### src/rtl/snd_pkg.sv
// Shared definitions for the sound-effect voice allocator.
package snd_pkg;

  localparam int unsigned NUM_SE    = 4;
  localparam int unsigned LEN_W_DEF = 24;
  localparam int unsigned ID_W_DEF  = 4;

  typedef enum logic [1:0] {
    SE_IDLE  = 2'd0,
    SE_START = 2'd1,
    SE_PLAY  = 2'd2
  } se_state_e;

endpackage

### src/rtl/snd_se_voice.sv
// One SE channel: lifecycle FSM, remaining-frame counter and age counter.
module snd_se_voice
  import snd_pkg::*;
#(
  parameter int unsigned LEN_W = LEN_W_DEF
) (
  input  logic             CLK,
  input  logic             RST,
  input  logic             load,
  input  logic [LEN_W-1:0] len,
  input  logic             consume,
  input  logic             stop,
  output logic             start,
  output logic             sel,
  output logic             busy,
  output logic [LEN_W-1:0] age
);

  se_state_e        state_q;
  logic [LEN_W-1:0] rem_q;
  logic [LEN_W-1:0] age_q;

  // Channel FSM with counters; stop beats load, load (allocate or steal) beats playback.
  always_ff @(posedge CLK) begin
    if (RST || stop) begin
      state_q <= SE_IDLE;
      rem_q   <= '0;
      age_q   <= '0;
    end else if (load) begin
      state_q <= SE_START;
      rem_q   <= len;
      age_q   <= '0;
    end else begin
      case (state_q)
        SE_START: state_q <= SE_PLAY;
        SE_PLAY: begin
          if (consume) begin
            rem_q <= rem_q - LEN_W'(1);
            if (!(&age_q)) age_q <= age_q + LEN_W'(1);
            // Last frame consumed: never select the channel again for this effect.
            if (rem_q == LEN_W'(1)) state_q <= SE_IDLE;
          end
        end
        default: state_q <= SE_IDLE;
      endcase
    end
  end

  // Outputs decode directly from the state register, so they are glitch-free.
  always_comb begin
    start = (state_q == SE_START);
    sel   = (state_q == SE_PLAY);
    busy  = (state_q != SE_IDLE);
    age   = age_q;
  end

endmodule

### src/rtl/snd_se_alloc.sv
// SE voice allocator: picks a free or oldest channel per request and gates mixer reads.
module snd_se_alloc
  import snd_pkg::*;
#(
  parameter int unsigned LEN_W = LEN_W_DEF,
  parameter int unsigned ID_W  = ID_W_DEF
) (
  input  logic             CLK,
  input  logic             RST,
  input  logic             REQ_VALID,
  input  logic [ID_W-1:0]  REQ_ID,
  input  logic [LEN_W-1:0] REQ_LEN,
  output logic             REQ_READY,
  input  logic             STOP_ALL,
  input  logic             FIFO_RD,
  input  logic [3:0]       SE_FIFO_VALID,
  output logic [3:0]       CH_START,
  output logic [ID_W-1:0]  CH_START_ID,
  output logic [3:0]       M_SE_SELECT,
  output logic [3:0]       SE_BUSY
);

  logic [NUM_SE-1:0] ch_start;
  logic [NUM_SE-1:0] ch_sel;
  logic [NUM_SE-1:0] ch_busy;
  logic [NUM_SE-1:0] ch_load;
  logic [NUM_SE-1:0] ch_consume;
  logic [LEN_W-1:0]  ch_age [NUM_SE];
  logic [1:0]        tgt;
  logic              found_idle;
  logic              accept;
  logic [ID_W-1:0]   start_id_q;

  // Zero-length requests are accepted but allocate nothing.
  always_comb begin
    REQ_READY = ~STOP_ALL & ~RST;
    accept    = REQ_VALID & REQ_READY & (REQ_LEN != '0);
  end

  // Target: lowest idle channel, else the oldest busy one (strict compare keeps lowest on ties).
  always_comb begin
    found_idle = 1'b0;
    tgt        = 2'd0;
    for (int i = 0; i < NUM_SE; i++) begin
      if (!ch_busy[i] && !found_idle) begin
        found_idle = 1'b1;
        tgt        = 2'(i);
      end
    end
    if (!found_idle) begin
      tgt = 2'd0;
      for (int i = 1; i < NUM_SE; i++) begin
        if (ch_age[i] > ch_age[tgt]) tgt = 2'(i);
      end
    end
  end

  // Id of the most recent allocation; held while no start pulse is active.
  always_ff @(posedge CLK) begin
    if (RST) begin
      start_id_q <= '0;
    end else if (accept) begin
      start_id_q <= REQ_ID;
    end
  end

  for (genvar g = 0; g < NUM_SE; g++) begin : g_voice
    // A frame counts only when the mixer actually reads real data from this channel.
    always_comb begin
      ch_load[g]    = accept & (tgt == 2'(g));
      ch_consume[g] = FIFO_RD & SE_FIFO_VALID[g] & ch_sel[g];
    end

    snd_se_voice #(
      .LEN_W(LEN_W)
    ) u_voice (
      .CLK    (CLK),
      .RST    (RST),
      .load   (ch_load[g]),
      .len    (REQ_LEN),
      .consume(ch_consume[g]),
      .stop   (STOP_ALL),
      .start  (ch_start[g]),
      .sel    (ch_sel[g]),
      .busy   (ch_busy[g]),
      .age    (ch_age[g])
    );
  end

  // Drive the mixer and fetcher interfaces.
  always_comb begin
    CH_START    = ch_start;
    CH_START_ID = start_id_q;
    M_SE_SELECT = ch_sel;
    SE_BUSY     = ch_busy;
  end

endmodule

### config.mk
export PLATFORM = sky130hd
export DESIGN_NAME = snd_se_alloc
export DESIGN_NICKNAME = d
export VERILOG_FILES = /design/src/rtl/snd_pkg.sv /design/src/rtl/snd_se_voice.sv /design/src/rtl/snd_se_alloc.sv
export SDC_FILE = /design/constraint.sdc
export NUM_CORES = 1
export LEC_CHECK = 0
export ABC_AREA = 1
export BUFFER_PORTS_ARGS = -buffer_cell sky130_fd_sc_hd__buf_2
export CAP_MARGIN = 15
export CELL_PAD_IN_SITES_DETAIL_PLACEMENT = 1
export CELL_PAD_IN_SITES_GLOBAL_PLACEMENT = 2
export CORE_AREA = 5 5 159 314
export DETAILED_ROUTE_END_ITERATION = 8
export DIE_AREA = 0 0 164 319
export GPL_TIMING_DRIVEN = 0
export HOLD_SLACK_MARGIN = 0.1
export PLACE_DENSITY_LB_ADDON = 0.1
export SYNTH_ARGS = -nofsm -noshare
export SYNTH_HDL_FRONTEND = slang
export SYNTH_SLANG_ARGS = --single-unit
### constraint.sdc
create_clock -name CLK -period 4.91 [get_ports CLK]
set_clock_uncertainty 0.15 [all_clocks]
set_input_delay 0.491 -clock CLK [delete_from_list [all_inputs] [get_ports CLK]]
set_output_delay 0.491 -clock CLK [all_outputs]
set_load 0.05 [all_outputs]
==> impl_metrics.toml, run 1 <==
[timing]
finalHoldViolations = 0
setup_violations = 200
fin_ws_ns = -0.892
tns_ns = -158.45
fmax_ghz = 0.172
fin_crit_ns = 5.80
slew_headroom_pct = 41.3
fin_crit_sh_pct = 118
slew_violations = 0
rsz0062_at_grt = "yes"
tightestPinTransition_ns = 0.881

[cells_and_area]
seqCellArea_um2 = 4130
nets = 2615
antenna_cells = 0
multi_input_area_um2 = 10200
layout.cells.non_filler = 3143
final.fill_count = 6120
final_core_util_pct = 40.5
final_area_um2 = 19100
area_growth_pct = 31.7
layout-drive-gt1-share_pct = 20.0

[logic_synthesis]
muxShareOfSynthArea_pct = 0
avgSynthCellArea_um2 = 6.24
synth_top_family_by_area = "simple AND/OR/NAND/NOR gates"
synthSimpleGateAreaFrac_pct = 37.6
synth_area_leaders = "dfxtp_1 28%, nand2_1 15%, nor2_1 9.6%, ha_1 7.2%, inv_1 7.0%"
ys_ff_latch = 204
syn-instance-count = 2324
synth_warnings = 0
synthXorXnorAreaFrac_pct = 5.31
syn_area_um2 = 14500
synth_ff_type = "dfxtp_1"
mappedNetlistNets = 2445
synth_edf_count = 0
synth_compound_area_share_pct = 11.8
synth_cell_types = 48
async_flop_share_pct = 0
synth-adder-area-share_pct = 7.24
synth_top_area_share_pct = 28.1
ys_seq_area_share_pct = 28.1
synth_top_area_cell = "dfxtp_1"

[floorplanning]
start_util_pct = 30.7
die_h_um = 319
die_w_um = 164
rows = 113
dieArea_um2 = 52300
core_area_um2 = 47200
io_pins = 54

[clocking]
root_buffer = "clkbuf_16"
cts.sinks = 204
clk_latency_ns = 0.57
cts_buffer_depth = 3
cts_tree = "built"
numCtsBuffers = 25
htree_levels = 1
path_clk_slew_ns = 0.07

[routing]
drc = 0
drtAntennaViolNets = 0
vias = 15500
wire_per_inst_um = 19.0
first_pass_iters = 5
wirelength_mm = 59.6
via_per_inst = 4.93
first_iter_violations = 706

[place]
placed_cells = 3009
globalplace.congestion = 0.825
dpl.hpwl_mm = 44.5
placed_area_um2 = 15700
numPortBuffers = 53

[critical_path]
startpoint_type = "flop"
crit_arrival_ns = 6.09
setup.worst_path.end_class = "flop"
crit_slowest_cell = "dfxtp_2"
cpPeakStageDelay_ns = 0.36
crit_path_max_fanout = 7
crit_type = "flop to flop"
cp_data_required_time_ns = 5.19

[grt]
grtUsageTotal_pct = 22.2
grt_pass1_wl_mm = 91.3
grt_antenna_before_repair = 0
overflow = 0
grt_max_degree = 13
first_global_vias = 15700

[outcome]
status = "finished with violations"
violations = "negative setup slack"

[power]
leakagePower_nw = 8.22
power_density_nw_per_um2 = 216
vdd_drop_max_mv = 0.224
finalPower_mw = 4.13

[hold_path]
hp-class = "input port to flop"

[flow_run]
maxCapViolations = 0
## final timing paths
| check | startpoint | endpoint | slack (ns) | cells after the start |
|---|---|---|---|---|
| worst max-delay path | g_voice[0].u_voice.age[21] | g_voice[0].u_voice.age[13] | -0.89 | 40 |
| worst min-delay path | REQ_LEN[12] | g_voice[2].u_voice.rem_q[12] | 0.14 | 5 |
| worst min register to register | g_voice[3].u_voice.rem_q[22] | g_voice[3].u_voice.rem_q[22] | 0.32 | 2 |
| worst max register to register | g_voice[0].u_voice.age[21] | g_voice[0].u_voice.age[13] | -0.89 | 40 |
## stage by stage
stage	setup slack (ns)	hold WS, ns
final	-0.892	0.137
after global routing	-1.22	0.149
after CTS	-0.886	0.105
after detailed placement	-2.29	0.308
after global placement	-2.22	0.301
after floorplan	0.00533	0.291
## placed cells by master (no fill, tap or decap), drive strengths merged, types with 16 or more instances in the layout
master	netlist	routed
xnor2	16	16
nor2	378	379
nand3	110	111
nor3	78	78
ha	84	84
inv	270	271
o21ai	134	134
dfxtp	204	204
xor2	72	72
buf	45	174
a21oi	168	168
nor4	26	26
clkbuf	31	72
nand4	49	49
nand2	600	600
## kinds of logic (layout without fill, tap and decap cells)
family / after synthesis / after routing
XOR/XNOR: 88 / 88
flip-flops: 204 / 204
AND/OR/NAND/NOR: 1272 / 1274
adder cells (fa/ha/maj): 84 / 84
buffers and inverters: 348 / 533
AO/OA/AOI/OAI: 328 / 328
## where the power goes
| group | total (mW) | switching [mW] | internal (mW) |
|---|---|---|---|
| registers | 1.67 | 0.00718 | 1.66 |
| clock network | 1.95 | 0.818 | 1.13 |
| logic | 0.513 | 0.327 | 0.187 |
## final cells by class
| type | count | area share, % |
|---|---|---|
| flip-flops and latches | 204 | 21.6 |
| plain buffers | 76 | 4.14 |
| inverters | 272 | 5.46 |
| repair buffers | 141 | 6.94 |
| clock buffers | 37 | 3.82 |
| multi-input cells | 1774 | 53.4 |
| well taps | 632 | 4.14 |
| clock inverters | 7 | 0.465 |
## worst max-delay path: cells and delay by family, from the launching register on
family | cells | cell delay [ns]
compound gates | 4 | 0.46
fa+ha+maj | 3 | 0.84
buf+inv | 9 | 1.23
flops | 1 | 0.36
simple gates | 24 | 2.58
## metal layers
| metal | track usage, % | share of wire, % |
|---|---|---|
| met1 | 30.6 | 47 |
| met3 | 1.87 | 2.8 |
| met4 | 5.65 | 2.6 |
| met5 | 0 | 0 |
| met2 | 37.4 | 48 |
## synth_stat cells (all sizes together), types with 3 or more instances
| master | number |
|---|---|
| or2 | 11 |
| nor2 | 378 |
| nor3b | 15 |
| nand2 | 600 |
| o21ai | 134 |
| nor4 | 26 |
| ha | 84 |
| nand3 | 110 |
| a21o | 8 |
| nor3 | 78 |
| dfxtp | 204 |
| xnor2 | 16 |
| o21a | 7 |
| and3 | 3 |
| xor2 | 72 |
| nand4 | 49 |
| inv | 270 |
| buf | 45 |
| o22ai | 4 |
| a21oi | 168 |
| clkbuf | 31 |
## timing repair
item | CTS | global route
hold buffers | 7 | 0
gates resized for setup | 250 | 209
pin swaps | 54 | 60
setup endpoints to repair | 200 | 200
buffers inserted | 42 | 21
cloned | 13 | 7
hold endpoints to repair | 4 | 0
## registers in the layout (all words and copies together) (netlist names)
name / count
g_voice.u_voice.age: 96
g_voice.u_voice.rem_q: 96
g_voice.u_voice.state_q: 8
CH_START_ID: 4
Note: power is estimated with default switching activity, not from simulation.
==> run 2, diff against run 1 <==
--- a/config.mk
+++ b/config.mk
@@ -10,9 +10,9 @@
 export CAP_MARGIN = 15
 export CELL_PAD_IN_SITES_DETAIL_PLACEMENT = 1
 export CELL_PAD_IN_SITES_GLOBAL_PLACEMENT = 2
-export CORE_AREA = 5 5 159 314
+export CORE_AREA = 5 5 150 296
 export DETAILED_ROUTE_END_ITERATION = 8
-export DIE_AREA = 0 0 164 319
+export DIE_AREA = 0 0 155 301
 export GPL_TIMING_DRIVEN = 0
 export HOLD_SLACK_MARGIN = 0.1
 export PLACE_DENSITY_LB_ADDON = 0.1
==> constraint.sdc (replaced) <==
create_clock -name CLK -period 6.05 [get_ports CLK]
set_clock_uncertainty 0.15 [all_clocks]
set_input_delay 0.605 -clock CLK [delete_from_list [all_inputs] [get_ports CLK]]
set_output_delay 0.605 -clock CLK [all_outputs]
set_load 0.05 [all_outputs]
==> impl_metrics.toml, run 2 (synthesis results as in run 1) <==
[timing]
tns_ns = 0
fmax_ghz = 0.172
finalHoldViolations = 0
tightestPinTransition_ns = 0.838
setup_violations = 0
rsz0062_at_grt = "yes"
fin_crit_ns = 5.81
slew_headroom_pct = 44.2
slew_violations = 0
fin_crit_sh_pct = 96.1
fin_ws_ns = 0.237

[critical_path]
cp_top_family = "simple AND/OR/NAND/NOR gates"
crit_arrival_ns = 6.07
crit_path_max_fanout = 10
startpoint_type = "flop"
crit_type = "flop to flop"
crit_slowest_cell = "dfxtp_4"
cpPeakStageDelay_ns = 0.36
cp_data_required_time_ns = 6.31
worst-path-buf-inv = 10
setup.worst_path.end_class = "flop"

[clocking]
path_clk_slew_ns = 0.06
htree_levels = 1
cts_hold_buf = 0
cts_buffer_depth = 3
cts_tree = "built"
numCtsBuffers = 24
clk_latency_ns = 0.55
cts.sinks = 204
root_buffer = "clkbuf_16"

[floorplanning]
io_pins = 54
start_util_pct = 34.7
die_h_um = 301
dieArea_um2 = 46700
core_area_um2 = 41800
rows = 106
die_w_um = 155

[power]
p_clk_share_pct = 47.6
power_switching_mw = 0.908
p_int_mw = 2.38
switching_share_pct = 27.6
share_comb_of_total_power_pct = 11.4
leakagePower_nw = 7.78
power_density_nw_per_um2 = 186
vdd_drop_max_mv = 0.228
pwr-share-seq_pct = 41.0

[grt]
first_global_vias = 16400
overflow = 0
grt_max_degree = 13
grt_pass1_wl_mm = 91.8
grtUsageTotal_pct = 25.4
grt_antenna_before_repair = 1

[cells_and_area]
area_growth_pct = 22.0
final_common_cell = "nand2_1"
nets = 2564
final_cell_mix = "561 x nand2_1, 355 x nor2_1, 255 x inv_1"
layout-drive-gt1-share_pct = 15.0

[routing]
drtAntennaViolNets = 0
wire_per_inst_um = 20.4
via_per_inst = 5.20
first_iter_violations = 446
vias = 15600
drc = 0
wirelength_mm = 61.1
first_pass_iters = 4

[flow_run]
maxCapViolations = 0

[hold_path]
hp-class = "input port to flop"

[outcome]
status = "finished, final reports clean"

[place]
dp_slack_ns = -2.11
globalplace.congestion = 0.901
dpl.hpwl_mm = 49.2
numPortBuffers = 53
run 2: final timing paths:
kind | start | end | slack [ns] | depth (start not counted)
worst max-delay path | g_voice[0].u_voice.age[11] | g_voice[2].u_voice.rem_q[3] | 0.24 | 41
worst min register to register | CH_START_ID[1] | CH_START_ID[1] | 0.32 | 2
worst min-delay path | RST | CH_START_ID[3] | 0.16 | 2
worst max register to register | g_voice[0].u_voice.age[11] | g_voice[2].u_voice.rem_q[3] | 0.24 | 41
run 2: metal layers:
layer | routed length [µm] | track usage (%) | share of wire (%) | up-vias
met5 | 0 | 0 | 0 | -
met1 | 19800 | 22.2 | 32 | 7497
met4 | 4730 | 16.5 | 7.7 | 0
met3 | 1420 | 2.49 | 2.3 | 146
li1 | - | - | - | 7718
met2 | 35200 | 52.4 | 58 | 248
run 2: power by group through the flow:
| stage | Sequential, mW | Combinational [mW] | Clock (mW) |
|---|---|---|---|
| floorplan | 1.39 | 0.165 | 0 |
| global route | 1.35 | 0.405 | 1.66 |
| CTS | 1.35 | 0.326 | 1.62 |
| finish | 1.35 | 0.376 | 1.57 |
| global placement | 1.38 | 0.285 | 0 |
| detailed placement | 1.38 | 0.290 | 0 |
run 2: cell type report:
| class | instances | area [µm²] |
|---|---|---|
| Fill cell | 5532 | 24100 |
| Multi-Input combinational cell | 1772 | 9730 |
| Sequential cell | 204 | 4150 |
| Inverter | 272 | 1030 |
| Timing Repair Buffer | 94 | 686 |
| Clock buffer | 31 | 678 |
| Tap cell | 540 | 676 |
| Buffer | 75 | 621 |
| Clock inverter | 11 | 134 |
| Antenna cell | 1 | 2.50 |
run 2: through the flow:
step | instances | power [mW] | hold WS (ns) | cell area, µm² | utilization (%)
finish | 3000 | 3.29 | 0.157 | 17700 | 42.4
global route | 3000 | 3.41 | 0.142 | 17700 | 42.4
CTS | 2975 | 3.29 | 0.133 | 16900 | 40.4
detailed placement | 2917 | 1.67 | 0.311 | 15500 | 37.0
global placement | 2917 | 1.67 | 0.301 | 15500 | 37.0
floorplan | 2324 | 1.55 | 0.291 | 14500 | -
run 2: repair_timing:
item / 4_1_cts / 5_1_grt
endpoints found under the setup margin: 200 / 200
resized for setup: 172 / 151
setup buffers: 15 / 21
gates cloned: 2 / 3
pin swaps: 16 / 59
